### config.mk
export PLATFORM = sky130hd
export DESIGN_NAME = cw305_usb_bus_initiator
export DESIGN_NICKNAME = d
export VERILOG_FILES = /design/src/rtl/cw305_usb_pkg.sv /design/src/rtl/cw305_usb_strobe_timer.sv /design/src/rtl/cw305_usb_bus_initiator.sv
export SDC_FILE = /design/constraint.sdc
export NUM_CORES = 1
export LEC_CHECK = 0
export CORE_UTILIZATION = 30
export CTS_BUF_LIST = sky130_fd_sc_hd__clkbuf_8
export DETAILED_ROUTE_END_ITERATION = 7
export REMOVE_ABC_BUFFERS = 1
export SETUP_SLACK_MARGIN = 0.3
export SLEW_MARGIN = 20
export SYNTH_ARGS = -nofsm -noshare
export SYNTH_HDL_FRONTEND = slang
export SYNTH_SLANG_ARGS = --single-unit
### constraint.sdc
create_clock -name usb_clk -period 4.4 [get_ports usb_clk]
set_input_delay 0.88 -clock usb_clk [delete_from_list [all_inputs] [get_ports usb_clk]]
set_output_delay 0.88 -clock usb_clk [all_outputs]
set_load 0.01 [all_outputs]
### src/rtl/cw305_usb_pkg.sv
// Shared definitions for the CW305 parallel USB register bus.
// Holds the default address/byte-count widths (common with the register
// front end), the inactive level of usb_alen and the initiator state set.
package cw305_usb_pkg;

    localparam int unsigned USB_ADDR_WIDTH    = 21;
    localparam int unsigned USB_BYTECNT_SIZE  = 7;
    localparam logic        USB_ALEN_INACTIVE = 1'b1;

    typedef enum logic [2:0] {
        IDLE      = 3'd0,
        WR_FETCH  = 3'd1,
        SETUP     = 3'd2,
        WR_STROBE = 3'd3,
        RD_STROBE = 3'd4,
        HOLD      = 3'd5,
        DONE      = 3'd6
    } usb_init_state_t;

endpackage

### src/rtl/cw305_usb_strobe_timer.sv
// Loadable down-counter timing the low phase of usb_wrn / usb_rdn.
// Ports:
//   usb_clk, rst  : clock, synchronous active-high reset
//   load          : load load_value this edge (load_value = cycles - 1)
//   load_value    : reload count
//   last_c        : combinational flag, high on the final strobe cycle
module cw305_usb_strobe_timer #(
    parameter int unsigned pWIDTH = 3
) (
    input  logic              usb_clk,
    input  logic              rst,
    input  logic              load,
    input  logic [pWIDTH-1:0] load_value,
    output logic              last_c
);

    logic [pWIDTH-1:0] count;

    // Count down to zero and park there until the next load.
    always_ff @(posedge usb_clk) begin
        if (rst) begin
            count <= '0;
        end else if (load) begin
            count <= load_value;
        end else if (count != '0) begin
            count <= count - pWIDTH'(1);
        end
    end

    assign last_c = (count == '0);

endmodule

### src/rtl/cw305_usb_bus_initiator.sv
// Host-side initiator for the CW305 8-bit parallel USB register bus.
// Converts a command stream (address, direction, length) plus write/read byte
// streams into cycle-exact usb_cen/usb_wrn/usb_rdn/usb_addr/data bus cycles.
// Ports:
//   usb_clk, rst                     : clock, synchronous active-high reset
//   cmd_valid/cmd_ready              : command handshake
//   cmd_write, cmd_addr, cmd_len     : direction, start address, length-1
//   wr_data/wr_valid/wr_ready        : write byte stream
//   rd_data/rd_valid                 : read byte stream (pulse, no backpressure)
//   done, busy, bus_err              : burst end pulse, activity, isout fault
//   usb_addr, usb_dout, usb_din      : bus address and data
//   usb_isout                        : target drive indication
//   usb_cen, usb_wrn, usb_rdn        : active-low bus strobes
//   usb_alen                         : address latch enable, held inactive
module cw305_usb_bus_initiator
    import cw305_usb_pkg::*;
#(
    parameter int unsigned pADDR_WIDTH    = USB_ADDR_WIDTH,
    parameter int unsigned pBYTECNT_SIZE  = USB_BYTECNT_SIZE,
    parameter int unsigned pSTROBE_CYCLES = 2,
    parameter int unsigned pRD_LATENCY    = 4
) (
    input  logic                     usb_clk,
    input  logic                     rst,
    input  logic                     cmd_valid,
    output logic                     cmd_ready,
    input  logic                     cmd_write,
    input  logic [pADDR_WIDTH-1:0]   cmd_addr,
    input  logic [pBYTECNT_SIZE-1:0] cmd_len,
    input  logic [7:0]               wr_data,
    input  logic                     wr_valid,
    output logic                     wr_ready,
    output logic [7:0]               rd_data,
    output logic                     rd_valid,
    output logic                     done,
    output logic                     busy,
    output logic                     bus_err,
    output logic [pADDR_WIDTH-1:0]   usb_addr,
    output logic [7:0]               usb_dout,
    input  logic [7:0]               usb_din,
    input  logic                     usb_isout,
    output logic                     usb_cen,
    output logic                     usb_wrn,
    output logic                     usb_rdn,
    output logic                     usb_alen
);

    localparam int unsigned TMR_MAX = (pRD_LATENCY > pSTROBE_CYCLES) ? pRD_LATENCY : pSTROBE_CYCLES;
    localparam int unsigned TMR_W   = $clog2(TMR_MAX + 1);

    usb_init_state_t state, state_d;

    logic                     write_q, write_d;
    logic [pBYTECNT_SIZE-1:0] len_q, len_d;
    logic [pBYTECNT_SIZE-1:0] idx_q, idx_d;

    logic [pADDR_WIDTH-1:0]   usb_addr_d;
    logic [7:0]               usb_dout_d;
    logic [7:0]               rd_data_d;
    logic                     rd_valid_d;
    logic                     bus_err_d;
    logic                     cmd_ready_d;
    logic                     wr_ready_d;
    logic                     done_d;
    logic                     busy_d;
    logic                     usb_cen_d;
    logic                     usb_wrn_d;
    logic                     usb_rdn_d;

    logic                     tmr_load;
    logic [TMR_W-1:0]         tmr_value;
    logic                     tmr_last;

    assign usb_alen = USB_ALEN_INACTIVE;

    cw305_usb_strobe_timer #(
        .pWIDTH (TMR_W)
    ) u_strobe_timer (
        .usb_clk    (usb_clk),
        .rst        (rst),
        .load       (tmr_load),
        .load_value (tmr_value),
        .last_c     (tmr_last)
    );

    // State register.
    always_ff @(posedge usb_clk) begin
        if (rst) begin
            state <= IDLE;
        end else begin
            state <= state_d;
        end
    end

    // Next state, burst bookkeeping and next values of the registered outputs.
    // Outputs are derived from state_d so each registered output lines up
    // with the state it belongs to.
    always_comb begin
        state_d    = state;
        write_d    = write_q;
        len_d      = len_q;
        idx_d      = idx_q;
        usb_addr_d = usb_addr;
        usb_dout_d = usb_dout;
        rd_data_d  = rd_data;
        rd_valid_d = 1'b0;
        bus_err_d  = 1'b0;
        tmr_load   = 1'b0;
        tmr_value  = '0;

        case (state)
            IDLE: begin
                // cmd_ready is low for one cycle after reset; honour it.
                if (cmd_valid && cmd_ready) begin
                    usb_addr_d = cmd_addr;
                    write_d    = cmd_write;
                    len_d      = cmd_len;
                    idx_d      = '0;
                    state_d    = cmd_write ? WR_FETCH : SETUP;
                end
            end
            WR_FETCH: begin
                if (wr_valid && wr_ready) begin
                    usb_dout_d = wr_data;
                    state_d    = SETUP;
                end
            end
            SETUP: begin
                tmr_load = 1'b1;
                if (write_q) begin
                    tmr_value = TMR_W'(pSTROBE_CYCLES - 1);
                    state_d   = WR_STROBE;
                end else begin
                    tmr_value = TMR_W'(pRD_LATENCY - 1);
                    state_d   = RD_STROBE;
                end
            end
            WR_STROBE: begin
                if (tmr_last) begin
                    state_d = HOLD;
                end
            end
            RD_STROBE: begin
                // Sample on the last low cycle; the fault flag rides with the data.
                if (tmr_last) begin
                    rd_data_d  = usb_din;
                    rd_valid_d = 1'b1;
                    bus_err_d  = ~usb_isout;
                    state_d    = HOLD;
                end
            end
            HOLD: begin
                if (idx_q == len_q) begin
                    state_d = DONE;
                end else begin
                    // Byte-count field wraps inside itself; upper bits never change.
                    idx_d      = idx_q + pBYTECNT_SIZE'(1);
                    usb_addr_d = {usb_addr[pADDR_WIDTH-1:pBYTECNT_SIZE],
                                  usb_addr[pBYTECNT_SIZE-1:0] + pBYTECNT_SIZE'(1)};
                    state_d    = write_q ? WR_FETCH : SETUP;
                end
            end
            DONE: begin
                state_d = IDLE;
            end
            default: begin
                state_d = IDLE;
            end
        endcase

        cmd_ready_d = (state_d == IDLE);
        busy_d      = (state_d != IDLE);
        wr_ready_d  = (state_d == WR_FETCH);
        done_d      = (state_d == DONE);
        usb_wrn_d   = (state_d != WR_STROBE);
        usb_rdn_d   = (state_d != RD_STROBE);

        // usb_cen keeps its level while waiting for write data.
        case (state_d)
            IDLE, DONE: usb_cen_d = 1'b1;
            WR_FETCH:   usb_cen_d = usb_cen;
            default:    usb_cen_d = 1'b0;
        endcase
    end

    // Registered outputs and burst context.
    always_ff @(posedge usb_clk) begin
        if (rst) begin
            write_q   <= 1'b0;
            len_q     <= '0;
            idx_q     <= '0;
            usb_addr  <= '0;
            usb_dout  <= '0;
            rd_data   <= '0;
            rd_valid  <= 1'b0;
            bus_err   <= 1'b0;
            cmd_ready <= 1'b0;
            wr_ready  <= 1'b0;
            done      <= 1'b0;
            busy      <= 1'b0;
            usb_cen   <= 1'b1;
            usb_wrn   <= 1'b1;
            usb_rdn   <= 1'b1;
        end else begin
            write_q   <= write_d;
            len_q     <= len_d;
            idx_q     <= idx_d;
            usb_addr  <= usb_addr_d;
            usb_dout  <= usb_dout_d;
            rd_data   <= rd_data_d;
            rd_valid  <= rd_valid_d;
            bus_err   <= bus_err_d;
            cmd_ready <= cmd_ready_d;
            wr_ready  <= wr_ready_d;
            done      <= done_d;
            busy      <= busy_d;
            usb_cen   <= usb_cen_d;
            usb_wrn   <= usb_wrn_d;
            usb_rdn   <= usb_rdn_d;
        end
    end

endmodule
* After elaboration in Yosys (flattened, before gate mapping)
Index checks and enable logic that the tools add are counted.
Storage, ports and cells: input port bits 50, output and inout bits 47, bits in registers 67, logic and storage cells 76
Cells by class: bitwise gates (word level) 4, $add $sub $neg 3, reductions and logical operators 18, muxes and demuxes 21, eq/ne operators 12
Operators by type and width (number):
- $pmux 21 s2 | 1
- $mux 21 | 1
- $mux 3 | 7
- $mux 7 | 3
- $pmux 3 s5 | 1
- $add 7x1->7 const B | 2
- $pmux 7 s2 | 1
- $eq 3x3->1 const B | 3
- $logic_not 3->1 | 3
- $mux 2 | 4
- $eq 7x7->1 | 1
- $eq 3x1->1 const B | 2
- $eq 3x2->1 const B | 2
- $reduce_and 2->1 | 3
- $reduce_and 3->1 | 2
- $reduce_bool 3->1 | 2
- $reduce_or 2->1 | 3
- $ne 2x2->1 const B | 2
- $not 1->1 | 4
- $reduce_bool 2->1 | 2
- $ne 3x2->1 const B | 1
- $ne 3x3->1 const B | 1
- $reduce_or 3->1 | 1
- $sub 3x1->3 const B | 1
- other kinds (3) | 5

* Logic depth before layout (Yosys ltp)
depth in word-level cells 6, gate-level depth with buffers 8, depth with buffers taken out 8

* By module
From an unflattened synthesis, not the netlist that was laid out.
Unflattened totals: cell total of the unflattened synthesis 348, area, all modules 2970.3 um^2
By module, submodules not included:
- cw305_usb_bus_initiator | cells an instance 326, times used 1, seq. area each 1281.2 um^2, area an instance 2763.9 um^2
- cw305_usb_strobe_timer | cells an instance 22, times used 1, seq. area each 60.1 um^2, area an instance 206.4 um^2

* Worst setup path after synthesis
OpenSTA, ideal clock, no wires.
kind input to register, start point in wr_valid, end point reg usb_wrn, required time 4.273 ns, path slack 2.354 ns, data arrival time 1.919 ns, library setup time 0.127 ns, cell stages on the path 6, path buffers 1, path through nand3b_1 > nor3b_1 > buf_2 > a2111oi_2 > nor2b_2 > or3_1
On the way: cells in the longest elaborated chain, start to end 4
Ends and longest elaborated chain:
- start: declaration | RTL line cw305_usb_bus_initiator.sv:31 | input logic wr_valid,
- $logic_and 1x1->1 | RTL line cw305_usb_bus_initiator.sv:123 | if (wr_valid && wr_ready) begin
- $mux 3 | RTL line cw305_usb_bus_initiator.sv:123
- $pmux 3 s5 | RTL line cw305_usb_bus_initiator.sv:111 | case (state)
- $ne 3x2->1 | RTL line cw305_usb_bus_initiator.sv:175 | usb_wrn_d = (state_d != WR_STROBE);
- end signal: assignment | RTL line cw305_usb_bus_initiator.sv:218 | usb_wrn <= usb_wrn_d;
- end: declaration | RTL line cw305_usb_bus_initiator.sv:43 | output logic usb_wrn,
Every way passes these cells. A chain may end at the register's enable or synchronous reset.

* Worst setup path after layout
start point in cmd_valid, end point reg usb_rdn
On the way: cells in the longest elaborated chain, start to end 4
Ends and longest elaborated chain:
- start: declaration | RTL line cw305_usb_bus_initiator.sv:25 | input logic cmd_valid,
- $logic_and 1x1->1 | RTL line cw305_usb_bus_initiator.sv:114 | if (cmd_valid && cmd_ready) begin
- $mux 3 | RTL line cw305_usb_bus_initiator.sv:114
- $pmux 3 s5 | RTL line cw305_usb_bus_initiator.sv:111
- $ne 3x3->1 | RTL line cw305_usb_bus_initiator.sv:176 | usb_rdn_d = (state_d != RD_STROBE);
- end signal: assignment | RTL line cw305_usb_bus_initiator.sv:219 | usb_rdn <= usb_rdn_d;
- end: declaration | RTL line cw305_usb_bus_initiator.sv:44 | output logic usb_rdn,
Every way passes these cells.

==> metrics.txt <==
cts bufs inserted=9; gr usage total=0.150; cell taking the most area after synthesis=dfxtp_1; placed inst area=3850 µm²; max_cap viols=0; Worst Path Required=4.62 ns; status=finished, final reports clean; mapped cell area=2830 µm²; first-pass GRT wire length=11600 µm; Final Net Count=464; power per standard cell area=404 nW/µm²; Yosys top cell area share=0.474; DR WL met2=3180 µm; Hold Path Class=register to register; Die H=99.1 µm; relative slew slack=0.462; area of the multi-input gates=1380 µm²; Post-Syn Area per Cell=8.86 µm²; initial antenna violation count=0; FF+latch area=1340 µm²; IO buf count=95; crit-path max cell delay=0.52 ns; Area contributors post-synth=dfxtp_1 (47%), nand2_1 (6.9%), mux2i_1 (6.7%); Post-Synth Simple-Gate Area=0.223; clock-pin slew on the worst setup and hold paths=0.07 ns; H-tree Lvls=3; sequential-to-total area share from yosys stat=0.474; clock sinks=67; total global routing overflow=0; largest net degree at the start of global routing=35; adder-cell share of the synthesized area=0.0177; RSZ-0062 raised after global routing=false; Synth Warn #=0; core footprint=9200 µm²; ys async rst share=0; final setup vio count=0; die area=9820 µm²; Vias=2524; critical path type=primary input to register; Fillers=933; Post-CTS Setup Inserts=0; synthesis-to-layout area growth=43.8%; maximum VDD drop=0.172 mV; critical path launch point=cmd_valid; drt total wl=6900 µm; register bit count reported by yosys=67; wire length on met3=627 µm; xor/xnor share of the synthesized area=0.0341; Pre-Repair DR Iteration Count=4; Final period util=0.604; Primary FF master, synth=dfxtp_1; worst slew pin tran=0.804 ns; WL met1=3020 µm; Routed wire per std cell=13.1 µm; number of global-route vias before repair=2466; setup TNS=0 ns; Fmax=376 MHz; DRC viols=0; Post-Syn Instances=319; CTS tree=built; Fin. Hold Viols=0; Synth cell types=48; critical path's slowest cell=a2111oi_2; Crit Path Max Fanout=23; largest family of logic cells by synthesized area=simple AND/OR/NAND/NOR gates; crit-path cells=clkdlybuf4s50_1 -> and4b_1 -> buf_4 -> a2111oi_2 -> nor2b_2 -> nand3_1; max-slew violation count=0; Final HPWL DP=4790 µm; clk_skew=0.00876 ns; Die W=99.1 µm; Routed Antenna Nets=0; Tmin final=2.66 ns; number of synthesized flops with an enable pin=0; # resized after CTS=0; std cell rows=35; # hold bufs at CTS=0; fin area=4070 µm²; Hold Startpoint=usb_addr[17]; Skew-Pair Late Insertion Delay=0.34 ns; Initial Util=0.307; startpoint types=primary input; Synth Area in Compound Gates=0.139; FF-to-FF Start=state[0]; P_leak=1.54 nW; crit end category=register; io pins=97; CTS Root Cell=clkbuf_8; ant diodes=0; DRT iter0 DRCs=65; worst path arrival time=2.88 ns; fraction of layout cells with a size suffix above 1=0.0843; mux contribution to synthesized area=0.0712; Top Layer Used=met4; Placer Congestion=0.773; vias per cell=4.80; clk buf depth=2
[power breakdown]
part           leakage (nW)  internal (W)  switching (W)
combinational         0.884      0.000197       0.000195
sequential            0.544      0.000665      0.0000460
clock                 0.108      0.000306       0.000232
total                  1.54       0.00117       0.000473
[synth_stat cells, types with 2 or more instances]
master and count:
dfxtp_1 67, nand2_1 52, nor2_1 39, a21oi_1 33
mux2i_1 19, clkbuf_1 10, xor2_1 10, o21ai_0 8
buf_2 6, nand3_1 6, nor2b_1 5, nor3_1 5
ha_1 4, inv_1 4, nand2b_1 4, or3_1 4
nand3b_1 3, nand4_1 3, nor3b_1 3, a31oi_1 2
buf_4 2, o21ai_1 2, o22ai_1 2, o31ai_1 2
[layer usage]
metal	global-route usage	vias to the layer above
met5	0	-
met4	0.0441	0
met3	0.0794	7
met2	0.244	74
met1	0.172	1176
li1	-	1267
[critical path: cells and delay by family]
kind / cells / cell delay (ns)
buf+inv: 2 / 0.74
simple gates: 3 / 0.74
compound gates: 1 / 0.52
[layout make-up]
class | count | share of cell area
Clock buffer | 12 | 0.0406
Clock inverter | 4 | 0.0117
Inverter | 4 | 0.00369
Multi-Input combinational cell | 229 | 0.340
Sequential cell | 67 | 0.330
Tap cell | 111 | 0.0342
Timing Repair Buffer | 99 | 0.240
[registers in the layout, indices dropped and copies added, names as in the netlist, 3 cells and up]
name / cells
idx_q: 7
len_q: 7
u_strobe_timer.count: 3
rd_data: 8
usb_dout: 8
usb_addr: 21
state: 3
[per-stage QoR]
| step | worst slack [ns] | utilization | power [W] | hold slack, ns | instances |
|---|---|---|---|---|---|
| after global routing | 1.59 | 0.442 | 0.00174 | 0.476 | 526 |
| after floorplan | 1.64 | - | 0.000937 | 0.442 | 300 |
| after global placement | 1.46 | 0.419 | 0.00111 | 0.440 | 510 |
| final | 1.74 | 0.442 | 0.00164 | 0.455 | 526 |
| after CTS | 1.77 | 0.442 | 0.00167 | 0.460 | 526 |
| after detailed placement | 1.41 | 0.419 | 0.00112 | 0.450 | 510 |
[kinds of logic (layout without fill, tap and decap cells)]
family / Yosys count / after routing
DFF: 67 / 67
buffers and inverters: 23 / 119
muxes: 20 / 20
and+or+nand+nor: 132 / 132
AOI/OAI and AO/OA: 61 / 61
other: 1 / 1
xor gates and xnor gates: 11 / 11
adders and majority gates: 4 / 4
[final timing paths]
path / to / slack [ns] / cells past startpoint
setup / recovery: usb_rdn / 1.74 / 6
hold / removal: usb_addr[17] / 0.46 / 2
setup reg to reg: idx_q[6] / 1.90 / 5
hold reg to reg: usb_addr[17] / 0.46 / 2
[placed cells by master, fill, tap and decap left out, drive strengths merged, types with 10 or more instances in the layout]
cell	Yosys	final
nand2	52	52
nor2	40	40
mux2i	19	19
o21ai	10	10
dfxtp	67	67
xor2	10	10
a21oi	35	35
clkbuf	10	12
clkdlybuf4s50	0	94
No activity file was read; power rests on OpenSTA's default activity.
